### config.mk
export PLATFORM = sky130hd
export DESIGN_NAME = ex_stage
export DESIGN_NICKNAME = d
export VERILOG_FILES = /design/src/rtl/ex_stage.sv
export SDC_FILE = /design/constraint.sdc
export NUM_CORES = 1
export LEC_CHECK = 0
export CAP_MARGIN = 15
export CORE_MARGIN = 3
export CORE_UTILIZATION = 45
export DETAILED_ROUTE_END_ITERATION = 8
export PLACE_DENSITY_LB_ADDON = 0.08
export SETUP_SLACK_MARGIN = 0.02
export SLEW_MARGIN = 20
export SYNTH_ARGS = -nofsm -noshare
export SYNTH_HDL_FRONTEND = slang
export SYNTH_SLANG_ARGS = --single-unit
### constraint.sdc
create_clock -name clk -period 8.3 [get_ports clk]
set_input_delay 1.245 -clock clk [delete_from_list [all_inputs] [get_ports clk]]
set_output_delay 1.245 -clock clk [all_outputs]
set_load 0.03 [all_outputs]
### src/rtl/ex_stage.sv
// ex_stage: execute stage with operand forwarding, ALU, branch target and EX/MEM register
module ex_stage #(
  parameter int WIDTH = 32,
  parameter int REGW = 5
) (
  input  logic             clk,
  input  logic             rst,
  input  logic [WIDTH-1:0] pcin,
  input  logic [WIDTH-1:0] regd0in,
  input  logic [WIDTH-1:0] regd1in,
  input  logic [WIDTH-1:0] instexin,
  input  logic [REGW-1:0]  inst0in,
  input  logic [REGW-1:0]  inst1in,
  input  logic             regdstin,
  input  logic [1:0]       aluopin,
  input  logic             alusrcin,
  input  logic             branchin,
  input  logic             memreadin,
  input  logic             memwritein,
  input  logic             regwritein,
  input  logic             memtoregin,
  input  logic [1:0]       fwda,
  input  logic [1:0]       fwdb,
  input  logic [WIDTH-1:0] wbdata,
  input  logic             stall,
  input  logic             flush,
  output logic [WIDTH-1:0] aluresult,
  output logic [WIDTH-1:0] storedata,
  output logic [WIDTH-1:0] branchtarget,
  output logic             zero,
  output logic             pcsrc,
  output logic [REGW-1:0]  writereg,
  output logic             memread,
  output logic             memwrite,
  output logic             regwrite,
  output logic             memtoreg
);
  typedef struct packed {
    logic [WIDTH-1:0] aluresult;
    logic [WIDTH-1:0] storedata;
    logic [WIDTH-1:0] branchtarget;
    logic             zero;
    logic             pcsrc;
    logic [REGW-1:0]  writereg;
    logic             memread;
    logic             memwrite;
    logic             regwrite;
    logic             memtoreg;
  } ex_mem_t;
  ex_mem_t ex_mem_d, ex_mem_q, nxt;
  logic [WIDTH-1:0] op_a, fwd_b, op_b, r_res;
  always_comb begin
    op_a = fwda == 2'b01 ? wbdata : fwda == 2'b10 ? ex_mem_q.aluresult : regd0in;
    fwd_b = fwdb == 2'b01 ? wbdata : fwdb == 2'b10 ? ex_mem_q.aluresult : regd1in;
    op_b = alusrcin ? instexin : fwd_b;
    case (instexin[5:0])
      6'b100000: r_res = op_a + op_b;
      6'b100010: r_res = op_a - op_b;
      6'b100100: r_res = op_a & op_b;
      6'b100101: r_res = op_a | op_b;
      6'b101010: r_res = {{(WIDTH-1){1'b0}}, $signed(op_a) < $signed(op_b)};
      6'b100111: r_res = ~(op_a | op_b);
      default:   r_res = '0;
    endcase
    nxt.aluresult = aluopin == 2'b00 ? op_a + op_b :
                    aluopin == 2'b01 ? op_a - op_b :
                    aluopin == 2'b11 ? op_a | op_b : r_res;
    nxt.storedata = fwd_b;
    nxt.branchtarget = pcin + (instexin << 2);
    nxt.zero = nxt.aluresult == '0;
    nxt.pcsrc = branchin & nxt.zero;
    nxt.writereg = regdstin ? inst1in : inst0in;
    nxt.memread = memreadin;
    nxt.memwrite = memwritein;
    nxt.regwrite = regwritein;
    nxt.memtoreg = memtoregin;
    ex_mem_d = flush ? '0 : stall ? ex_mem_q : nxt;
  end
  always_ff @(posedge clk) ex_mem_q <= rst ? '0 : ex_mem_d;
  assign aluresult = ex_mem_q.aluresult;
  assign storedata = ex_mem_q.storedata;
  assign branchtarget = ex_mem_q.branchtarget;
  assign zero = ex_mem_q.zero;
  assign pcsrc = ex_mem_q.pcsrc;
  assign writereg = ex_mem_q.writereg;
  assign memread = ex_mem_q.memread;
  assign memwrite = ex_mem_q.memwrite;
  assign regwrite = ex_mem_q.regwrite;
  assign memtoreg = ex_mem_q.memtoreg;
endmodule

==> impl_metrics.json <==
{
  "drc": 0,
  "firstDrtPassIters": 7,
  "syn_area_um2": 14200,
  "ys_ff_latch": 107,
  "antenna_found_initial": 5,
  "viasPerCell": 6.40,
  "yosys.area_share.simple_pct": 20.8,
  "peakVddDrop_mv": 0.0900,
  "clkSinkCount": 107,
  "synth_flop_cell": "dfxtp_1",
  "wl_mm": 66.0,
  "status": "finished, final reports clean",
  "synth_edf_count": 0,
  "maxCapViolations": 0,
  "reg2regPathDepth": 18,
  "postCtsSetupRepairBufs": 0,
  "slew_headroom_pct": 19.9,
  "cts_tree": "done",
  "io_buffers": 293,
  "cts_made_buffers": 9,
  "avgSynthCellArea_um2": 6.99,
  "min_period_over_period_pct": 90.8,
  "synthTopCellsByArea": "dfxtp_1 (15%), ha_1 (11%), mux2i_1 (7.3%), nor2_1 (6.5%), a21oi_1 (6.5%)",
  "slew_viol_final": 0,
  "vias": 16869,
  "routabilityCongestion": 1.09,
  "insertion_delay_ps": 360,
  "htreeDepth": 3,
  "yosysTopAreaCellShare_pct": 15.1,
  "die_h_um": 184,
  "fmax_mhz": 133,
  "criticalPathCategory": "input port to flip-flop",
  "dp_cells": 2616,
  "max_stage_delay_ps": 750,
  "power.leakage_uw": 0.00723,
  "cp.arrival_ps": 7840,
  "async_reset_ff_share_pct": 0,
  "fp.coreArea_um2": 30800,
  "yosysUniqueCellTypes": 95,
  "wire_per_inst_um": 25.0,
  "synth_compound_area_share_pct": 29.7,
  "cp_slowest_cell": "a2111oi_0",
  "path_cells": "buf_4 -> buf_4 -> mux2_2 -> o21ai_0 -> o21ai_0 -> ha_1 -> clkinv_1 -> a2111oi_0 -> a31o_2 -> a31oi_1 -> a31oi_1 -> mux2i_1 -> nand3_1 -> a22oi_1 -> nor4bb_1 -> nand4b_1 -> nor4_2 -> a32o_1",
  "crit_buf_inv": 3,
  "yosys_warnings": 0,
  "hold_depth": 2,
  "cp_top_family": "compound AO/OA/AOI/OAI gates",
  "num-fill-cells": 2935,
  "reg2reg_slack_ps": 1790,
  "chipWidth_um": 184,
  "area_growth_pct": 24.1,
  "ant_nets": 0,
  "netlist_instances": 2031,
  "grt_util_all_layers_pct": 37.3,
  "fin_crit_ps": 7540,
  "clock_path_buffers": 2,
  "hpwl_mm": 51.9,
  "clk_pin_slew_ps": 80,
  "hold_viol_final": 0,
  "crit-reg2reg-launch": "aluresult[0]$_SDFFE_PP0N_",
  "hold_buffers": 0,
  "initial_utilization_pct": 46.1,
  "num-nets-final": 2547,
  "rsz0062_at_grt": "false",
  "seq_area_um2": 2140,
  "hp-start": "branchtarget[7]$_SDFFE_PP0N_",
  "multi_input_area_um2": 11100,
  "crit_required_ps": 8600,
  "drive_gt1_share_pct": 6.76,
  "hold-path-endpoint": "branchtarget[7]$_SDFFE_PP0N_",
  "worst_pin_slew_ps": 1170,
  "ys_seq_area_share_pct": 15.1,
  "syn_nets": 2347,
  "hp-class": "flip-flop to flip-flop",
  "yosysTopAreaCell": "dfxtp_1",
  "crit_path_end_kind": "flip-flop",
  "final.setup_skew_ps": 12.0,
  "synth_top_family_by_area": "compound AO/OA/AOI/OAI gates",
  "drt_iter0_markers": 2520,
  "synthAdderAreaFrac_pct": 11.5,
  "grt_pass1_vias": 15721,
  "p_per_area_nw_per_um2": 141,
  "tns_ps": 0,
  "synth-xor-area-share_pct": 3.64,
  "timing.rr.end": "pcsrc$_SDFFE_PP0N_",
  "dieArea_um2": 33700,
  "root_buffer": "clkbuf_16",
  "crit_path_start_kind": "input port",
  "gr-total-overflow": 0,
  "grt_max_degree": 82,
  "path_max_fanout": 33,
  "setup_viol": 0,
  "finalNonFillerCells": 2636,
  "num_io_pins": 294,
  "grt_pass1_wl_mm": 97.1,
  "post_cts_resized": 0,
  "synth_most_common_cell": "nor2_1",
  "rows": 64,
  "synth_commonest_cells": "nor2_1 (247), nand2_1 (216), a21oi_1 (185), o21ai_0 (183), ha_1 (126)",
  "yosys-mux-area-fraction_pct": 12.6
}
flip-flops by register name, indices dropped and copies added (netlist names):
signal / count
pcsrc: 1
memwrite: 1
branchtarget: 32
writereg: 5
zero: 1
storedata: 32
memtoreg: 1
regwrite: 1
aluresult: 32
memread: 1
report_power, final:
group | internal (uW) | leakage (uW) | switching (uW)
registers | 538 | 0.000871 | 20.5
clock network | 210 | 0.000140 | 224
logic | 562 | 0.00622 | 931
how the worst max path moves through the flow:
| stage | depth (start not counted) | slack, ps | endpoint | from |
|---|---|---|---|---|
| 4_1_cts | 18 | 1180 | pcsrc$_SDFFE_PP0N_ | fwdb[1] |
| 5_1_grt | 18 | 670 | pcsrc$_SDFFE_PP0N_ | fwdb[1] |
| 2_1_floorplan | 21 | 2210 | pcsrc$_SDFFE_PP0N_ | fwdb[1] |
| 6_report | 18 | 760 | pcsrc$_SDFFE_PP0N_ | fwdb[1] |
| 3_5_place_dp | 18 | 820 | pcsrc$_SDFFE_PP0N_ | fwdb[1] |
| 3_3_place_gp | 18 | 920 | pcsrc$_SDFFE_PP0N_ | fwdb[1] |
worst min-delay path, cell delays in order (launching register included):
cell,delay (ps)
dfxtp_1,320
nand2_1,60
a21oi_1,50
layout by cell type (no fill, tap or decap), types with 11 or more instances in the layout:
cell type	n
and2_1	12
o22ai_1	17
a221oi_1	22
nor2b_1	14
ha_1	126
o21bai_1	16
o21ai_0	183
mux2_2	65
a22oi_1	11
nor3_1	29
a31oi_1	22
inv_1	110
o21a_1	18
a211oi_1	12
a21o_1	25
nand3_1	33
nand2b_1	15
xnor2_1	49
buf_4	33
dfxtp_1	107
clkdlybuf4s50_1	287
o211ai_1	17
nor4_1	15
o21ai_1	11
o31ai_1	16
mux2i_1	103
nor2_1	246
nand2_1	216
a21oi_1	185
or3_1	12
metal layers:
metal,global-route usage (%),part of all wire (%),up-vias
met3,10.1,12,197
met1,50.5,41,7885
met2,56.6,42,1065
met5,0,0.027,-
li1,-,-,7720
met4,14.4,4.6,2
kinds of logic after synthesis:
group	count (synthesis)
AO/OA/AOI/OAI	663
AND/OR/NAND/NOR	655
buffers and inverters	249
multiplexers	169
adder cells (fa/ha/maj)	129
flip-flops	107
XOR/XNOR	59
layout make-up:
type	count	share of cell area, %
Inverter	115	2.45
Multi-Input combinational cell	1675	63.1
Sequential cell	107	12.2
Tap cell	396	2.81
Clock buffer	9	1.28
Antenna cell	5	0.0710
Clock inverter	6	0.327
Timing Repair Buffer	323	17.8
through the flow:
step / hold WS (ps) / power (uW) / setup WS (ps) / utilization [%] / instance area [um^2]
2_1_floorplan: 591 / 1520 / 2210 / - / 14200
3_3_place_gp: 451 / 1990 / 921 / 56.2 / 17300
3_5_place_dp: 459 / 2000 / 819 / 56.2 / 17300
4_1_cts: 471 / 2440 / 1180 / 57.1 / 17600
5_1_grt: 495 / 2600 / 667 / 57.2 / 17600
6_report: 467 / 2490 / 760 / 57.2 / 17600
(Power assumes the default switching activity.)
